--- config.mk ---
export PLATFORM = sky130hd
export DESIGN_NAME = audio_mixer_sched_flat
export DESIGN_NICKNAME = d
export VERILOG_FILES = /design/src/rtl/audio_pkg.sv /design/src/rtl/audio_mixer_sched_if.sv /design/src/rtl/audio_sat.sv /design/src/rtl/audio_mixer_sched.sv /design/src/flat_wrapper.sv
export SDC_FILE = /design/constraint.sdc
export NUM_CORES = 1
export LEC_CHECK = 0
export ABC_AREA = 1
export BUFFER_PORTS_ARGS = -buffer_cell sky130_fd_sc_hd__buf_2
export CORE_MARGIN = 2
export CORE_UTILIZATION = 54
export CTS_BUF_LIST = sky130_fd_sc_hd__clkbuf_16
export DETAILED_ROUTE_END_ITERATION = 8
export PLACE_DENSITY = 0.82
export SYNTH_ARGS = -nofsm -noshare
export SYNTH_HDL_FRONTEND = slang
export SYNTH_HIERARCHICAL = 1
export SYNTH_SLANG_ARGS = --single-unit
--- constraint.sdc ---
create_clock -name clock -period 3.3 [get_ports clock]
set_input_delay 0.825 -clock clock [delete_from_list [all_inputs] [get_ports clock]]
set_output_delay 0.825 -clock clock [all_outputs]
set_load 0.02 [all_outputs]
--- src/rtl/audio_pkg.sv ---
// audio_pkg: shared definitions for the audio mixer/scheduler.
//   SAMPLE_W   - width of one audio sample (16-bit signed)
//   acc_width  - accumulator width for a given channel count
//   state_t    - mixer FSM states
//   sat16      - clamp a sign-extended 32-bit value to 16 bits, with clip flag
package audio_pkg;

  localparam int SAMPLE_W     = 16;
  localparam int CHANNELS_DEF = 4;

  // One guard bit above clog2 growth, so the sum of CHANNELS samples never wraps.
  function automatic int acc_width(input int ch);
    return SAMPLE_W + $clog2(ch) + 1;
  endfunction

  localparam int ACC_W = acc_width(CHANNELS_DEF);

  typedef enum logic [1:0] {
    IDLE = 2'd0,
    ACC  = 2'd1,
    SAT  = 2'd2
  } state_t;

  // Returns {clip, value}: value clamped to [-32768, 32767].
  function automatic logic [16:0] sat16(input logic signed [31:0] v);
    logic [16:0] res;
    if (v > 32'sd32767) begin
      res = {1'b1, 16'h7FFF};
    end else if (v < -32'sd32768) begin
      res = {1'b1, 16'h8000};
    end else begin
      res = {1'b0, v[15:0]};
    end
    return res;
  endfunction

endpackage

--- src/rtl/audio_mixer_sched_if.sv ---
// audio_mixer_sched_if: sample-source handshake plus mixed output words.
//   src_valid/src_ready - per-channel poll handshake
//   src_l/src_r         - packed signed samples, channel i at [16i+15:16i]
//   ldata/rdata/frame   - mixed stereo pair and its update pulse
//   master: the mixer side; slave: the sources/serializer side.
interface audio_mixer_sched_if #(
  parameter int CHANNELS = 4
);
  logic [CHANNELS-1:0]    src_valid;
  logic [CHANNELS-1:0]    src_ready;
  logic [16*CHANNELS-1:0] src_l;
  logic [16*CHANNELS-1:0] src_r;
  logic [15:0]            ldata;
  logic [15:0]            rdata;
  logic                   frame;

  modport master (
    input  src_valid, src_l, src_r,
    output src_ready, ldata, rdata, frame
  );

  modport slave (
    output src_valid, src_l, src_r,
    input  src_ready, ldata, rdata, frame
  );
endinterface

--- src/rtl/audio_sat.sv ---
// audio_sat: combinational clamp of a W-bit signed value to 16 bits.
//   din  - wide signed accumulator value (W <= 32)
//   dout - clamped 16-bit signed result
//   clip - high when din lay outside the 16-bit range
module audio_sat
  import audio_pkg::*;
#(
  parameter int W = ACC_W
) (
  input  logic signed [W-1:0] din,
  output logic signed [15:0]  dout,
  output logic                clip
);
  logic signed [31:0] ext_s;
  logic [16:0]        res_s;

  assign ext_s = {{(32-W){din[W-1]}}, din};
  assign res_s = sat16(ext_s);
  assign dout  = res_s[15:0];
  assign clip  = res_s[16];
endmodule

--- src/rtl/audio_mixer_sched.sv ---
// audio_mixer_sched: once per FRAME cycles, polls CHANNELS sources in order,
// sums them in a shared accumulator, saturates, and publishes ldata/rdata.
//   clock, reset (sync, active-low)
//   bus      - audio_mixer_sched_if.master (sources in, mixed words out)
//   gain     - per-channel arithmetic right shift, only with AUDIO_MIX_GAIN_EN
//   underrun - sticky per-channel "not valid when polled"
//   clip     - sticky "a saturation occurred"
// Optional feature macro: AUDIO_MIX_GAIN_EN.
module audio_mixer_sched
  import audio_pkg::*;
#(
  parameter int CHANNELS = 4,
  parameter int FRAME    = 1024
) (
  input  logic                  clock,
  input  logic                  reset,
  audio_mixer_sched_if.master   bus,
`ifdef AUDIO_MIX_GAIN_EN
  input  logic [3*CHANNELS-1:0] gain,
`endif
  output logic [CHANNELS-1:0]   underrun,
  output logic                  clip
);
  localparam int AW    = acc_width(CHANNELS);
  localparam int IDX_W = (CHANNELS > 1) ? $clog2(CHANNELS) : 1;
  localparam int CNT_W = $clog2(FRAME);

  state_t                state_r, state_s;
  logic [CNT_W-1:0]      count_r;
  logic [IDX_W-1:0]      idx_r;
  logic signed [AW-1:0]  acc_left_r, acc_right_r;
  logic [15:0]           ldata_r, rdata_r;
  logic                  frame_r;
  logic [CHANNELS-1:0]   underrun_r;
  logic                  clip_r;
  logic [CHANNELS-1:0]   ready_s;

  logic                  tick_s, last_s, valid_s;
  logic signed [15:0]    samp_l_s, samp_r_s, shl_l_s, shl_r_s;
  logic signed [AW-1:0]  ext_l_s, ext_r_s;
  logic signed [15:0]    sat_l_s, sat_r_s;
  logic                  clip_l_s, clip_r_s;

  assign tick_s   = (count_r == CNT_W'(FRAME - 1));
  assign last_s   = (idx_r == IDX_W'(CHANNELS - 1));
  assign valid_s  = bus.src_valid[idx_r];
  assign samp_l_s = bus.src_l[int'(idx_r)*SAMPLE_W +: SAMPLE_W];
  assign samp_r_s = bus.src_r[int'(idx_r)*SAMPLE_W +: SAMPLE_W];

`ifdef AUDIO_MIX_GAIN_EN
  // Attenuation floors toward -inf, so small negatives settle at -1.
  assign shl_l_s = samp_l_s >>> gain[int'(idx_r)*3 +: 3];
  assign shl_r_s = samp_r_s >>> gain[int'(idx_r)*3 +: 3];
`else
  assign shl_l_s = samp_l_s;
  assign shl_r_s = samp_r_s;
`endif

  assign ext_l_s = {{(AW-16){shl_l_s[15]}}, shl_l_s};
  assign ext_r_s = {{(AW-16){shl_r_s[15]}}, shl_r_s};

  audio_sat #(.W(AW)) u_sat_l (.din(acc_left_r),  .dout(sat_l_s), .clip(clip_l_s));
  audio_sat #(.W(AW)) u_sat_r (.din(acc_right_r), .dout(sat_r_s), .clip(clip_r_s));

  // FSM state register.
  always_ff @(posedge clock) begin
    if (!reset) begin
      state_r <= IDLE;
    end else begin
      state_r <= state_s;
    end
  end

  // FSM next state and the same-cycle ready pulse for the polled channel.
  always_comb begin
    state_s = state_r;
    ready_s = '0;
    case (state_r)
      IDLE: begin
        if (tick_s) begin
          state_s = ACC;
        end else begin
          state_s = IDLE;
        end
      end
      ACC: begin
        if (valid_s) begin
          ready_s[idx_r] = 1'b1;
        end else begin
          ready_s = '0;
        end
        if (last_s) begin
          state_s = SAT;
        end else begin
          state_s = ACC;
        end
      end
      SAT:     state_s = IDLE;
      default: state_s = IDLE;
    endcase
  end

  // Frame counter, accumulators, sticky flags and output registers.
  always_ff @(posedge clock) begin
    if (!reset) begin
      count_r     <= '0;
      idx_r       <= '0;
      acc_left_r  <= '0;
      acc_right_r <= '0;
      ldata_r     <= 16'h0000;
      rdata_r     <= 16'h0000;
      frame_r     <= 1'b0;
      underrun_r  <= '0;
      clip_r      <= 1'b0;
    end else begin
      count_r <= tick_s ? '0 : count_r + CNT_W'(1);
      frame_r <= (state_r == SAT);
      case (state_r)
        IDLE: begin
          if (tick_s) begin
            idx_r       <= '0;
            acc_left_r  <= '0;
            acc_right_r <= '0;
          end
        end
        ACC: begin
          // Missing source contributes silence and is flagged.
          if (valid_s) begin
            acc_left_r  <= acc_left_r + ext_l_s;
            acc_right_r <= acc_right_r + ext_r_s;
          end else begin
            underrun_r[idx_r] <= 1'b1;
          end
          if (!last_s) begin
            idx_r <= idx_r + IDX_W'(1);
          end
        end
        SAT: begin
          ldata_r <= sat_l_s;
          rdata_r <= sat_r_s;
          if (clip_l_s || clip_r_s) begin
            clip_r <= 1'b1;
          end
        end
        default: begin
          idx_r <= '0;
        end
      endcase
    end
  end

  assign bus.src_ready = ready_s;
  assign bus.ldata     = ldata_r;
  assign bus.rdata     = rdata_r;
  assign bus.frame     = frame_r;
  assign underrun      = underrun_r;
  assign clip          = clip_r;
endmodule

--- src/flat_wrapper.sv ---
// flat-port wrapper written by rule: the top's interface ports become plain ports
module audio_mixer_sched_flat import audio_pkg::*;
#(
  parameter int CHANNELS = 4,
  parameter int FRAME    = 1024
)
  (clock, reset, underrun, clip, bus_src_valid, bus_src_l, bus_src_r, bus_src_ready, bus_ldata, bus_rdata, bus_frame);
  audio_mixer_sched_if #(.CHANNELS(CHANNELS)) bus_i ();
  input  logic clock;
  input  logic reset;
  output logic [CHANNELS-1:0] underrun;
  output logic clip;
  input wire logic [$bits(bus_i.src_valid)-1:0] bus_src_valid;
  input wire logic [$bits(bus_i.src_l)-1:0] bus_src_l;
  input wire logic [$bits(bus_i.src_r)-1:0] bus_src_r;
  output wire logic [$bits(bus_i.src_ready)-1:0] bus_src_ready;
  output wire logic [$bits(bus_i.ldata)-1:0] bus_ldata;
  output wire logic [$bits(bus_i.rdata)-1:0] bus_rdata;
  output wire logic [$bits(bus_i.frame)-1:0] bus_frame;
  assign bus_i.src_valid = bus_src_valid;
  assign bus_i.src_l = bus_src_l;
  assign bus_i.src_r = bus_src_r;
  assign bus_src_ready = bus_i.src_ready;
  assign bus_ldata = bus_i.ldata;
  assign bus_rdata = bus_i.rdata;
  assign bus_frame = bus_i.frame;
  audio_mixer_sched #(.CHANNELS(CHANNELS), .FRAME(FRAME)) u_core (.clock(clock), .reset(reset), .bus(bus_i), .underrun(underrun), .clip(clip));
endmodule
After elaboration in Yosys (flattened, before gate mapping)
Index checks and enable logic that the tools add are counted.

storage, ports and cells
  register bits = 90
  bits of input ports = 134
  output and inout port bits = 42
  logic and storage cells = 63

operators by class
  add/sub/neg operators = 4
  order comparisons = 6
  eq/ne operators = 7
  shift operators = 2
  muxes and demuxes = 21
  bitwise logic cells = 4
  reductions and logical operators = 9

operators by type and width
  operator               count
  $shiftx 64x7->16       2
  $pmux 19 s2            2
  $mux 17                4
  $mux 19                3
  $add 19x16->19         2
  $gt 19x16->1 const B   2
  $lt 19x16->1 const B   2
  $add 10x1->10 const B  1
  $eq 10x10->1 const B   1
  $mux 4                 2
  $mux 2                 3
  $pmux 2 s3             1
  $reduce_and 3->1       2
  $eq 2x2->1 const B     2
  $ne 2x1->1 const B     2
  $or 4x4->4             1
  $pmux 2 s2             1
  $reduce_and 2->1       2
  $lt 2x3->1 const B     1
  $mux 1                 3
  $not 1->1              3
  $add 2x1->2 const B    1
  $bmux 1 s2             1
  $demux 1 s2            1
  8 further kinds        8

Logic depth before layout (Yosys ltp)
  depth after elaboration = 6
  mapped depth = 17
  mapped depth without buffers = 15

Modules after synthesis
Netlist, hierarchy kept.

modules (own cells, without submodules)
  module             instances  cells each  area each (µm²)  sequential area each (µm²)
  audio_mixer_sched  1          1021        6243.5           1801.7
  audio_sat          2          41          178.9            0.0

Worst setup path after synthesis
No wires, ideal clock.

  path kind = input to output
  start = in bus_src_valid[2]
  end = out bus_src_ready[0]
  arrival = 1689 ps
  required time = 2475 ps
  setup slack = 786 ps
  stages = 5
  buffers on the path = 1
  cell sequence = o21ai_0 o21ai_2 nand2_4 clkbuf_1 nor2_1

on the way
  longest elaborated chain between the ends = 4

RTL lines
  what                          RTL line                 RTL
  start: declaration            flat_wrapper.sv:13       input wire logic [$bits(bus_i.src_valid)-1:0] bus_src_valid;
  $bmux 1 s2                    audio_mixer_sched.sv:46  assign valid_s = bus.src_valid[idx_r];
  $mux 1 (implied by the code)  audio_mixer_sched.sv:46
  $mux 4                        audio_mixer_sched.sv:87  if (valid_s) begin
  $mux 4                        audio_mixer_sched.sv:78  case (state_r)
  end: declaration              flat_wrapper.sv:16       output wire logic [$bits(bus_i.src_ready)-1:0] bus_src_ready;

Every way passes these cells. The select of a mux whose other input is x is not followed.

Final worst setup path
  start = reg u_core.idx_r[1]
  end = out bus_src_ready[3]

on the way
  longest elaborated chain between the ends = 6
  elaborated cells between the ends (all ways) = 9
  classes of those cells = order compare: 2; mux: 6; reduce/logical: 1

RTL lines
  what                                                            RTL line                  RTL
  start: declaration                                              audio_mixer_sched.sv:30   logic [IDX_W-1:0] idx_r;
  start signal: assignment                                        audio_mixer_sched.sv:135  idx_r <= idx_r + IDX_W'(1);
  $lt 2x3->1 (implied by the code) or $ge 2x1->1 (tied branches)  audio_mixer_sched.sv:88   ready_s[idx_r] = 1'b1;
  $logic_and 1x1->1 (implied by the code)                         audio_mixer_sched.sv:88
  $mux 1 (implied by the code)                                    audio_mixer_sched.sv:88
  $demux 1 s2                                                     -
  $mux 4 *                                                        audio_mixer_sched.sv:87
  $mux 4 *                                                        audio_mixer_sched.sv:78

Mark *: on every way between the ends. The rest lies on a longest branch, timed or not. The select of a mux whose other input is x is not followed.

==> metrics.txt <==
largest net degree at the start of global routing=70; post-route ant nets=0; sw frac=25.91%; status=completed; core area=11960 sq um; CTS H-Tree Depth=3; Critical Path Fanout Max=24; Slew Limit Headroom=33.90%; Synth area leader=dfxtp_1; synth warn=6; Avg Inst Size Synth=5.985 sq um; Sequential Power Share=47.3%; post-synthesis register bit count=90; x dimension of the die=114.6 um; CP Class=flop to output port; HPWL Detailed=14820 um; ys async rst share=0%; static leakage=0.004008 uW; Max Cap Viol=0; Yosys top cell area share=27.29%; Main synth FF type=dfxtp_1; WP data required=2.47 ns; Cell Rows=40; number of inserted diodes=0; Post-CTS Hold Buffers=0; fraction of layout cells with a size suffix above 1=16.96%; total iterations of the first detailed-routing run=6; Port Buffers=175; CTS sink count=90; Comb power frac=10.2%; crit-path max cell delay=0.59 ns; Total Wirelength=19820 um; Final Cell Area=7781 sq um; Synth area leaders=dfxtp_1 (27%), nand2_1 (17%), nor2_1 (12%); delay-heaviest family, CP=flip-flops; Fin Setup TNS=0 ns; Area growth syn-to-layout=17.87%; cts repair resizes=0; DRC=0; root buffer cell=clkbuf_16; Post-Syn Area=6601 sq um; PD cells=296.8 nW/um^2; wire length per cell=14.13 um; Critical Path, Cell by Cell=buf_4 > o21ai_0 > o21ai_2 > nand2_4 > nor2_1 > buf_2; DP Area=7505 sq um; Final Cycle Share=93.18%; Mapped Cells=1103; critical path's slowest cell=dfxtp_1; GP Congestion=0.9999; Top Ports=176; Vias/cell=5.467; Arrival @ worst endpoint=2.25 ns; initial antenna violation count=0; Hold Fails Final Rpt=0; Bufs and invs on worst path=2; final critical-path required period=3.075 ns; internal cell power=1711 uW; Mapped Nets=1280; via count=7670; gr usage total=30.37%; unrepaired setup endpoints after global routing=no; Setup Viol. Count Final=0; Post-synth EDFFs=0; Worst setup EP type=output port; part of the power in the clock network=42.6%; die area=13130 sq um; Net Sw Power=598.4 uW; worst setup margin=0.2252 ns; Starting Density=55.19%; vias in the first global route=6758; Peak supply drop=0.2429 mV; crit path launch type=flop; Post-CTS Setup Bufs=0; first-pass GRT wire length=32120 um; Setup Skew=0.009283 ns; Least-Margin Pin Slew=0.9905 ns; clock buffer count from CTS=9; maximum operating frequency=325.2 MHz; Unique masters post-synth=29; Hold Path Class=flop to flop; sequential fraction of the synthesis area=27.29%; CTS Buffer Depth=2; Clk Latency, worst-skew pair=0.35 ns; Die Ht=114.6 um; final slew viol count=0; pre-CTS setup slack=0.5353 ns; CTS tree=yes; CTS clk-pin slew, worst paths=0.07 ns; Final nets=1429; Detailed Route Iter0 Violations=767; hold slack=0.4447 ns; total congestion overflow=0
[Yosys cell counts, drive strengths merged, types with 10 or more instances]
master  instances
inv            80
dfxtp          90
o21ai         118
clkbuf         35
buf            12
nand3b         10
nor2          215
nand3          54
ha             41
a21oi          83
nand2         310
o22ai          31
[placed cells by master (no fill, tap or decap), types with 2 or more instances in the layout]
cell and count:
buf_2 175, buf_4 9, nand3b_1 10, nor2_1 215, fa_1 2, o21ai_0 116
nand4_1 4, dfxtp_1 89, inv_2 3, nor3_1 7, nand2_2 5, clkbuf_16 9
clkinvlp_4 3, o22ai_1 31, nand3_1 54, a21oi_1 83, xnor2_1 4, xor2_1 3
nand2_1 304, inv_1 77, ha_1 41
[layer usage]
metal / wire, um / GRT usage (%) / vias to the layer above / share of wire (%)
met4: 294 / 6.992 / 0 / 1.5
li1: - / - / 3898 / -
met5: 0 / 0 / - / 0
met3: 1720 / 5.506 / 25 / 8.7
met1: 9049 / 44.10 / 3436 / 46
met2: 8753 / 46.75 / 311 / 44
[stage by stage]
stage          total power, uW  instances  util [%]
2_1_floorplan             1239       1103         -
3_3_place_gp              1344       1388     62.74
3_5_place_dp              1347       1388     62.74
4_1_cts                   2321       1403     65.05
5_1_grt                   2398       1403     65.05
6_report                  2309       1403     65.05
[power groups by stage]
stage	combinational, uW	clock (uW)	sequential [uW]
floorplan	123	0	1120
global placement	228	0	1120
detailed placement	231	0	1120
CTS	233	997	1090
global route	263	1040	1090
finish	235	983	1090
[path summary, 6_finish.rpt]
path	startpoint	endpoint	slack [ns]	depth (start not counted)
hold reg to reg	u_core/clip	u_core/clip	0.44	2
setup reg to reg	u_core/idx_r[1]	u_core/acc_left_r[12]	0.44	14
hold / removal	u_core/clip	u_core/clip	0.44	2
setup / recovery	u_core/idx_r[1]	bus_src_ready[3]	0.23	6
[logic make-up after synthesis]
kind of cell,share of synthesized area [%]
AND/OR/NAND/NOR,36.50
AO/OA/AOI/OAI,18.63
buffers and inverters,8.264
flip-flops,27.29
adder cells (fa/ha/maj),8.378
XOR/XNOR,0.9288
[cell type report]
cell class	instances	area [sq um]
Inverter	80	300.3
Multi-Input combinational cell	886	4254
Timing Repair Buffer	185	963.4
Clock buffer	9	225.2
Fill cell	1172	4180
Tap cell	147	183.9
Sequential cell	90	1803
Clock inverter	6	51.30
[worst register-to-register path: stages, from the launching register on]
cell	delay [ns]
dfxtp_1	0.59
inv_2	0.37
o21ai_0	0.17
o22ai_1	0.10
ha_1	0.24
fa_1	0.43
nand3_1	0.11
nand3_1	0.13
nand2_1	0.09
nand2_1	0.13
nand2_1	0.11
nand2_1	0.05
nand2_1	0.06
nand3_1	0.07
a21oi_1	0.14
[flip-flops by register name, indices dropped and copies added (netlist names)]
register / flops
u_core/acc_left_r: 19
u_core/acc_right_r: 19
u_core/bus.frame: 1
u_core/bus.ldata: 16
u_core/bus.rdata: 16
u_core/clip: 1
u_core/count_r: 10
u_core/idx_r: 2
u_core/state_r: 2
u_core/underrun: 4
Power figures use the tool's default switching activity.
